==> src/rtl/uart_boot_loader_if.sv <==
// Instruction-memory boot interface: serial input from the board pin, write port
// toward the instruction RAM, and CPU reset/status toward the core.
// master = the boot loader, slave = the environment (UART pin, RAM, CPU).
interface uart_boot_loader_if #(
    parameter int unsigned ADDR_W = 8
);
    logic              uart_rx;
    logic [ADDR_W-1:0] imem_addr;
    logic [31:0]       imem_data;
    logic              imem_wren;
    logic              cpu_reset_out;
    logic              boot_done;
    logic              boot_error;

    modport master (
        input  uart_rx,
        output imem_addr,
        output imem_data,
        output imem_wren,
        output cpu_reset_out,
        output boot_done,
        output boot_error
    );

    modport slave (
        output uart_rx,
        input  imem_addr,
        input  imem_data,
        input  imem_wren,
        input  cpu_reset_out,
        input  boot_done,
        input  boot_error
    );
endinterface

==> src/rtl/uart_boot_loader.sv <==
// UART boot loader: receives HEADER, LEN, 4*LEN payload bytes (word MSB byte
// first) over 8N1 serial and writes 32-bit words into the instruction RAM,
// holding the CPU in reset until the whole program is in.
// Optional feature macro: BOOT_CHECKSUM_EN adds a trailing XOR checksum byte.
module uart_boot_loader #(
    parameter int unsigned CLK_HZ = 50000000,
    parameter int unsigned BAUD   = 115200,
    parameter int unsigned ADDR_W = 8,
    parameter logic [7:0]  HEADER = 8'hA5
) (
    input logic                clk,
    input logic                reset,
    uart_boot_loader_if.master bus
);

    localparam int unsigned CLKS_PER_BIT = CLK_HZ / BAUD;
    localparam int unsigned CNT_W = (CLKS_PER_BIT > 2) ? $clog2(CLKS_PER_BIT) : 1;
    localparam logic [CNT_W-1:0] BIT_LAST  = CNT_W'(CLKS_PER_BIT - 1);
    localparam logic [CNT_W-1:0] HALF_LAST = CNT_W'(CLKS_PER_BIT / 2 - 1);

    // ------------------------------------------------------------------
    // Serial receiver
    // ------------------------------------------------------------------
    typedef enum logic [1:0] {
        RxIdle,
        RxStart,
        RxData,
        RxStop
    } rx_state_e;

    rx_state_e        rx_state_q, rx_state_d;
    logic             rx_meta_q;
    logic             rx_sync_q;
    logic             rx_prev_q;
    logic [CNT_W-1:0] rx_cnt_q, rx_cnt_d;
    logic [2:0]       rx_bit_q, rx_bit_d;
    logic [7:0]       rx_shift_q, rx_shift_d;
    logic             rx_valid_q, rx_valid_d;
    logic             rx_ferr_q, rx_ferr_d;

    // Two-flop synchronizer plus one delayed copy for falling-edge detection.
    always_ff @(posedge clk or posedge reset) begin
        if (reset) begin
            rx_meta_q <= 1'b1;
            rx_sync_q <= 1'b1;
            rx_prev_q <= 1'b1;
        end else begin
            rx_meta_q <= bus.uart_rx;
            rx_sync_q <= rx_meta_q;
            rx_prev_q <= rx_sync_q;
        end
    end

    // Receiver state register.
    always_ff @(posedge clk or posedge reset) begin
        if (reset) begin
            rx_state_q <= RxIdle;
            rx_cnt_q   <= '0;
            rx_bit_q   <= '0;
            rx_shift_q <= '0;
            rx_valid_q <= 1'b0;
            rx_ferr_q  <= 1'b0;
        end else begin
            rx_state_q <= rx_state_d;
            rx_cnt_q   <= rx_cnt_d;
            rx_bit_q   <= rx_bit_d;
            rx_shift_q <= rx_shift_d;
            rx_valid_q <= rx_valid_d;
            rx_ferr_q  <= rx_ferr_d;
        end
    end

    // Receiver next state: half-bit start check, then mid-bit sampling.
    always_comb begin
        rx_state_d = rx_state_q;
        rx_cnt_d   = rx_cnt_q + 1'b1;
        rx_bit_d   = rx_bit_q;
        rx_shift_d = rx_shift_q;
        rx_valid_d = 1'b0;
        rx_ferr_d  = 1'b0;
        case (rx_state_q)
            RxIdle: begin
                rx_cnt_d = '0;
                if (rx_prev_q && !rx_sync_q) begin
                    rx_state_d = RxStart;
                end
            end
            RxStart: begin
                if (rx_cnt_q == HALF_LAST) begin
                    rx_cnt_d = '0;
                    rx_bit_d = '0;
                    // Line back high at mid start bit: treat as a glitch.
                    rx_state_d = rx_sync_q ? RxIdle : RxData;
                end
            end
            RxData: begin
                if (rx_cnt_q == BIT_LAST) begin
                    rx_cnt_d   = '0;
                    rx_shift_d = {rx_sync_q, rx_shift_q[7:1]};
                    rx_bit_d   = rx_bit_q + 1'b1;
                    if (rx_bit_q == 3'd7) begin
                        rx_state_d = RxStop;
                    end
                end
            end
            RxStop: begin
                if (rx_cnt_q == BIT_LAST) begin
                    rx_cnt_d   = '0;
                    rx_state_d = RxIdle;
                    rx_valid_d = rx_sync_q;
                    rx_ferr_d  = !rx_sync_q;
                end
            end
            default: begin
                rx_state_d = RxIdle;
            end
        endcase
    end

    // ------------------------------------------------------------------
    // Load sequencer
    // ------------------------------------------------------------------
    typedef enum logic [2:0] {
        StIdle,
        StLen,
        StData,
`ifdef BOOT_CHECKSUM_EN
        StChk,
`endif
        StDone,
        StError
    } load_state_e;

    load_state_e       state_q, state_d;
    logic [ADDR_W-1:0] addr_q, addr_d;
    logic [31:0]       data_q, data_d;
    logic              wren_q, wren_d;
    logic              cpu_reset_q, cpu_reset_d;
    logic [1:0]        byte_cnt_q, byte_cnt_d;
    // Words still to receive; 9 bits so LEN=0 can stand for 256.
    logic [8:0]        words_q, words_d;
`ifdef BOOT_CHECKSUM_EN
    logic [7:0]        chk_q, chk_d;
`endif

    // Sequencer state register.
    always_ff @(posedge clk or posedge reset) begin
        if (reset) begin
            state_q     <= StIdle;
            addr_q      <= '0;
            data_q      <= '0;
            wren_q      <= 1'b0;
            cpu_reset_q <= 1'b1;
            byte_cnt_q  <= '0;
            words_q     <= '0;
`ifdef BOOT_CHECKSUM_EN
            chk_q       <= '0;
`endif
        end else begin
            state_q     <= state_d;
            addr_q      <= addr_d;
            data_q      <= data_d;
            wren_q      <= wren_d;
            cpu_reset_q <= cpu_reset_d;
            byte_cnt_q  <= byte_cnt_d;
            words_q     <= words_d;
`ifdef BOOT_CHECKSUM_EN
            chk_q       <= chk_d;
`endif
        end
    end

    // Sequencer next state: frame parsing, word assembly and write strobe.
    always_comb begin
        state_d    = state_q;
        // Address advances in the cycle after each strobe, wrapping naturally.
        addr_d     = wren_q ? addr_q + 1'b1 : addr_q;
        data_d     = data_q;
        wren_d     = 1'b0;
        byte_cnt_d = byte_cnt_q;
        words_d    = words_q;
`ifdef BOOT_CHECKSUM_EN
        chk_d      = chk_q;
`endif
        case (state_q)
            StIdle: begin
                if (rx_valid_q && rx_shift_q == HEADER) begin
                    state_d = StLen;
                end
            end
            StLen: begin
                if (rx_valid_q) begin
                    addr_d     = '0;
                    words_d    = (rx_shift_q == 8'd0) ? 9'd256 : {1'b0, rx_shift_q};
                    byte_cnt_d = '0;
`ifdef BOOT_CHECKSUM_EN
                    chk_d      = '0;
`endif
                    state_d    = StData;
                end else if (rx_ferr_q) begin
                    state_d = StError;
                end
            end
            StData: begin
                if (rx_valid_q) begin
                    data_d     = {data_q[23:0], rx_shift_q};
                    byte_cnt_d = byte_cnt_q + 1'b1;
`ifdef BOOT_CHECKSUM_EN
                    chk_d      = chk_q ^ rx_shift_q;
`endif
                    if (byte_cnt_q == 2'd3) begin
                        wren_d  = 1'b1;
                        words_d = words_q - 1'b1;
                        if (words_q == 9'd1) begin
`ifdef BOOT_CHECKSUM_EN
                            state_d = StChk;
`else
                            state_d = StDone;
`endif
                        end
                    end
                end else if (rx_ferr_q) begin
                    state_d = StError;
                end
            end
`ifdef BOOT_CHECKSUM_EN
            StChk: begin
                if (rx_valid_q) begin
                    state_d = (rx_shift_q == chk_q) ? StDone : StError;
                end else if (rx_ferr_q) begin
                    state_d = StError;
                end
            end
`endif
            StDone, StError: begin
                if (rx_valid_q && rx_shift_q == HEADER) begin
                    state_d = StLen;
                end
            end
            default: begin
                state_d = StIdle;
            end
        endcase
        // CPU leaves reset only once DONE has been held for a cycle; a re-boot
        // header re-asserts it together with the move to LEN.
        cpu_reset_d = !(state_q == StDone && state_d == StDone);
    end

    assign bus.imem_addr     = addr_q;
    assign bus.imem_data     = data_q;
    assign bus.imem_wren     = wren_q;
    assign bus.cpu_reset_out = cpu_reset_q;
    assign bus.boot_done     = (state_q == StDone);
    assign bus.boot_error    = (state_q == StError);

endmodule

==> src/flat_wrapper.sv <==
// flat-port wrapper written by rule: the top's interface ports become plain ports
module uart_boot_loader_flat 
#(
    parameter int unsigned CLK_HZ = 50000000,
    parameter int unsigned BAUD   = 115200,
    parameter int unsigned ADDR_W = 8,
    parameter logic [7:0]  HEADER = 8'hA5
)
  (clk, reset, bus_uart_rx, bus_imem_addr, bus_imem_data, bus_imem_wren, bus_cpu_reset_out, bus_boot_done, bus_boot_error);
  uart_boot_loader_if #(.ADDR_W(ADDR_W)) bus_i ();
  input logic clk;
  input logic reset;
  input wire logic [$bits(bus_i.uart_rx)-1:0] bus_uart_rx;
  output wire logic [$bits(bus_i.imem_addr)-1:0] bus_imem_addr;
  output wire logic [$bits(bus_i.imem_data)-1:0] bus_imem_data;
  output wire logic [$bits(bus_i.imem_wren)-1:0] bus_imem_wren;
  output wire logic [$bits(bus_i.cpu_reset_out)-1:0] bus_cpu_reset_out;
  output wire logic [$bits(bus_i.boot_done)-1:0] bus_boot_done;
  output wire logic [$bits(bus_i.boot_error)-1:0] bus_boot_error;
  assign bus_i.uart_rx = bus_uart_rx;
  assign bus_imem_addr = bus_i.imem_addr;
  assign bus_imem_data = bus_i.imem_data;
  assign bus_imem_wren = bus_i.imem_wren;
  assign bus_cpu_reset_out = bus_i.cpu_reset_out;
  assign bus_boot_done = bus_i.boot_done;
  assign bus_boot_error = bus_i.boot_error;
  uart_boot_loader #(.CLK_HZ(CLK_HZ), .BAUD(BAUD), .ADDR_W(ADDR_W), .HEADER(HEADER)) u_core (.clk(clk), .reset(reset), .bus(bus_i));
endmodule
==> config.mk <==
export PLATFORM = sky130hd
export DESIGN_NAME = uart_boot_loader_flat
export DESIGN_NICKNAME = d
export VERILOG_FILES = /design/src/rtl/uart_boot_loader_if.sv /design/src/rtl/uart_boot_loader.sv /design/src/flat_wrapper.sv
export SDC_FILE = /design/constraint.sdc
export NUM_CORES = 1
export LEC_CHECK = 0
export ABC_AREA = 1
export CAP_MARGIN = 15
export CORE_ASPECT_RATIO = 1.75
export CORE_MARGIN = 8
export CORE_UTILIZATION = 35
export DETAILED_ROUTE_END_ITERATION = 7
export DONT_BUFFER_PORTS = 1
export PLACE_DENSITY = 0.46
export SYNTH_ARGS = -nofsm -noshare
export SYNTH_HDL_FRONTEND = slang
export SYNTH_SLANG_ARGS = --single-unit
==> constraint.sdc <==
create_clock -name clk -period 8.8 [get_ports clk]
set_input_delay 2.64 -clock clk [delete_from_list [all_inputs] [get_ports clk]]
set_output_delay 2.64 -clock clk [all_outputs]
set_load 0.005 [all_outputs]
After elaboration in Yosys (flattened, before gate mapping). Index checks and enable logic that the tools add are counted.

Register bits: 83. Logic and storage cells: 99. Output and inout port bits: 44. Bits of input ports: 3.

Reductions and logical operators: 18. Add/sub/neg operators: 5. Multiplexer cells: 38. Equal/unequal tests: 22.

Operators with widths (count): $mux 9 (6); $pmux 9 s3 (1); $mux 3 (8); $mux 8 (3); $pmux 9 s2 (1); $mux 2 (8); $ne 2x1->1 const B (8); $add 9x1->9 const B (1); $eq 3x2->1 const B (3); $eq 9x1->1 const B (1); $eq 9x8->1 const B (1); $eq 9x9->1 const B (1); $pmux 3 s3 (1); $sub 9x1->9 const B (1); $add 8x1->8 const B (1); $eq 8x8->1 const B (1); $logic_not 8->1 (1); $pmux 2 s4 (1); $mux 1 (7); $eq 2x2->1 const B (3); $eq 3x3->1 const B (2); $pmux 3 s2 (1); $reduce_and 3->1 (2); $reduce_and 5->1 (1); other kinds (14) (19).

Longest topological paths before layout.
Depth in word-level cells: 8. Depth in mapped cells: 11. Gate-level depth less buffers: 11.

Worst setup path before layout. Ideal clock, no wire load.

Path kind: reg-to-output. From: register u_core.state_q[1]. To: output port bus_boot_done. Data arrival time: 734 ps. Setup slack: 5426 ps. Path buffers: 0. Stages on the path, launching flop included: 3. Required time: 6160 ps. Path through: dfrtp_1 > inv_1 > nor3_1.

Longest elaborated chain between the ends: 1.

Ends and longest elaborated chain: from (decl) (line uart_boot_loader.sv:134) `load_state_e state_q, state_d;`; from (signal assigned) (line uart_boot_loader.sv:149) `state_q <= StIdle;`; from (signal assigned) (line uart_boot_loader.sv:160) `state_q <= state_d;`; $eq 3x2->1 (line uart_boot_loader.sv:253) `assign bus.boot_done = (state_q == StDone);`; to (decl) (line flat_wrapper.sv:18) `output wire logic [$bits(bus_i.boot_done)-1:0] bus_boot_done;`.

No other way between the ends.

Worst setup path in the final report. Same ends and word-level chain as after synthesis.

==> results by group <==
Job
  • # Max-Cap Violations: 0

GRT
  • First-pass GRT wire length: 14800 microns
  • Largest net degree at the start of global routing: 72
  • Initial antenna violation count: 0
  • Total grt overflow: 0
  • Vias in the first global route: slightly below 3000
  • GRT Total Usage: 12.9%

Floorplan
  • Core area: around 0.011 sq mm
  • Die width: 95.5 microns
  • Initial Util: a little over a third
  • Chip height: 155 microns
  • I/O pins: 47
  • Num rows: slightly above 50
  • Die area: between 0.01 and 0.015 sq mm

Finish
  • Diode count: 0
  • Area occupied by multi-input gates: between 0.001 and 0.0015 sq mm
  • Share of layout cells above drive strength 1: 8.00%
  • NumNets Final: 482
  • Register Area: around 0.0021 sq mm
  • Fin cells: a little over 600
  • Area Overhead vs Synth: 12.1%
  • Final Util: around 40%
  • Fill cells: 1136

Worst setup path
  • Crit path launch: u_core.state_q[1]
  • Reg2reg path depth: 7
  • Worst Setup EP: bus_boot_done
  • CP Data Required Time: 6160 ps
  • CP Data Arrival Time: around 1200 ps
  • Crit Path Class: reg2out
  • Worst R2R End: u_core.state_q[0]
  • Max FO, Critical Path: 4
  • Crit end category: primary output
  • Critical R2R Launch: u_core.state_q[2]
  • CP startpoint kind: register
  • R2R setup slack: roughly 6500 ps

Yosys
  • Avg Synthesized Cell Area: between 8 and 9 sq um
  • Gate count after technology mapping: approximately 470
  • Number of synthesized register bits: 83
  • Synthesized area: roughly 0.0039 sq mm
  • YS warnings: 0
  • EDFF count, synth: 0
  • Ys flop type: dfrtp_1
  • Net Count, Synth: 480
  • Post-synth cell types: 30
  • Async SR Flop Fraction: between 90% and 100%
  • Seq/Total Area, Yosys: about 54%

Place
  • Number of I/O port buffers: 0
  • Routability Congestion: between 0.8 and 0.9
  • Placed insts: 591
  • DPL Wire Length: approximately 6300 microns

Routing
  • Post-route antenna net violation count: 0
  • WL/cell: between 10 and 15 microns
  • WL final: a little under 9000 microns
  • DRT iter0 DRCs: 182
  • Vias per cell: 4.89
  • WL met3: roughly 450 microns
  • DR pass1 iterations: 4
  • Met2 wire len: just under 5000 microns
  • Detailed-route DRC error count: 0
  • Detailed-route via count: approximately 3000
  • M1 WL: around 3300 microns
  • Max layer used: met4

STA
  • Relative slew slack: between 30% and 40%
  • Skew final: just over 8 ps
  • RSZ-0062 raised after global routing: false
  • Final hold slack: 358 ps
  • Worst-Margin Slew: ~900 ps
  • Setup tns final: 0 ps
  • Min Tclk post-route: 3880 ps
  • Final Hold Viols: 0
  • Final Max Slew Viols: 0
  • Final Cycle Share: about 44%
  • Setup Viol. Count Final: 0
  • FMAX: between 200 and 300 MHz

Clocking
  • Clk pin slew, worst setup/hold paths: roughly 60 ps
  • Post-CTS Resized: 0
  • Root Driver: clkbuf_16
  • Inserted Clock Buffers: 9
  • Max Buffers Root-to-Sink: 2
  • Setup bufs post-CTS: 0
  • CTS tree: built
  • Clock Latency Late Sink: 340 ps
  • Post-CTS Hold Fix Bufs: 0
  • Clk sink count: 83
  • CTS H-tree depth: 3

Min path
  • HP Class: reg2reg

Power and ir drop
  • Static Leak: approximately 2.2 nW
  • PwrDens: 214 mW/mm^2
  • Max IR drop VDD: ~110 uV

Outcome
  • Status: finished, final reports clean
cell families (layout without fill, tap and decap cells):
| kind of cell | Yosys count | count (layout) | synth area share [%] |
|---|---|---|---|
| XOR/XNOR | 6 | 6 | 1.36 |
| AO/OA/AOI/OAI | 67 | 67 | 8.98 |
| AND/OR/NAND/NOR | 230 | 230 | 25.3 |
| adder cells (fa/ha/maj) | 9 | 9 | 2.91 |
| buffers and inverters | 73 | 80 | 7.69 |
| flip-flops | 83 | 83 | 53.8 |
through the flow:
step | area [sq um] | total power (W) | setup slack (ps)
global placement | 3990 | 0.000488 | 5100
floorplan | 3870 | 0.000471 | 4030
global route | 4340 | 0.000974 | 4830
CTS | 4340 | 0.000945 | 4880
detailed placement | 3990 | 0.000490 | 5070
finish | 4340 | 0.000928 | 4920
where the power goes:
group / internal [W] / total, W / switching (W) / leakage, nW
registers: 0.000397 / 0.000416 / 0.0000187 / 1.13
clock network: 0.000283 / 0.000448 / 0.000164 / 0.174
logic: 0.0000243 / 0.0000642 / 0.0000399 / 0.855
total: 0.000705 / 0.000928 / 0.000223 / 2.16
flip-flops by register name (all words and copies together), names as in the netlist, 2 cells and up, named ones only:
name	cells
u_core.bus.imem_addr	8
u_core.bus.imem_data	32
u_core.byte_cnt_q	2
u_core.rx_bit_q	3
u_core.rx_cnt_q	9
u_core.rx_shift_q	8
u_core.state_q	3
u_core.words_q	9
final cells by class:
type                    count  area share (%)
repair buffers              1           0.173
inverters                  63            5.48
well taps                 132            3.81
clock buffers               9            5.19
multi-input cells         312            34.4
flip-flops and latches     83            48.0
clock inverters             7            3.00
synthesized netlist by cell type (3+ instances only):
library cell  instances  share of area [%]
nor3_1                8                1.0
nand4_1               3               0.48
ha_1                  9                2.9
buf_2                 7               0.90
dfstp_2               4                2.7
nand2_1             135                 13
nand2_4               3               0.87
nand3_1              25                3.2
o21ai_0              37                4.8
nor2_1               46                4.5
dfrtp_1              79                 51
xor2_1                5                1.1
inv_2                 7               0.68
a21oi_1              12                1.6
o21ai_1              12                1.6
inv_1                56                5.4
nor4_1                3               0.48
worst min path at each step:
| stage | start | to | slack [ps] | cells past startpoint |
|---|---|---|---|---|
| finish | u_core.rx_meta_q | u_core.rx_sync_q | 360 | 0 |
| global route | u_core.rx_meta_q | u_core.rx_sync_q | 360 | 0 |
| CTS | u_core.rx_meta_q | u_core.rx_sync_q | 360 | 0 |
| detailed placement | u_core.rx_meta_q | u_core.rx_sync_q | 350 | 0 |
| global placement | u_core.rx_meta_q | u_core.rx_sync_q | 350 | 0 |
| floorplan | u_core.rx_meta_q | u_core.rx_sync_q | 350 | 0 |
layer usage:
metal | vias up | track usage (%)
li1 | 1487 | -
met1 | 1419 | 13.3
met2 | 55 | 23.6
met3 | 9 | 3.09
met4 | 0 | 5.31
met5 | - | 0
cell usage in the layout, fill, tap and decap left out, types with 2 or more instances in the layout:
master and count:
nand4_1 3, nor2_1 46, o21bai_1 2, nor2_2 2, inv_8 2, a21oi_1 12
nand2_4 3, o21ai_1 12, clkbuf_16 9, inv_6 2, inv_2 7, nor3_1 8
nand2_2 2, ha_1 9, nor4_1 3, xor2_1 5, nand2_1 135, dfrtp_1 79
bufinv_16 3, inv_1 55, o21ai_0 37, nand3_1 25, dfstp_2 4
critical path: stages (launching register included):
cell,delay (ps)
dfrtp_1,370
inv_1,100
nor3_1,440
No activity file was read; power rests on OpenSTA's default activity.
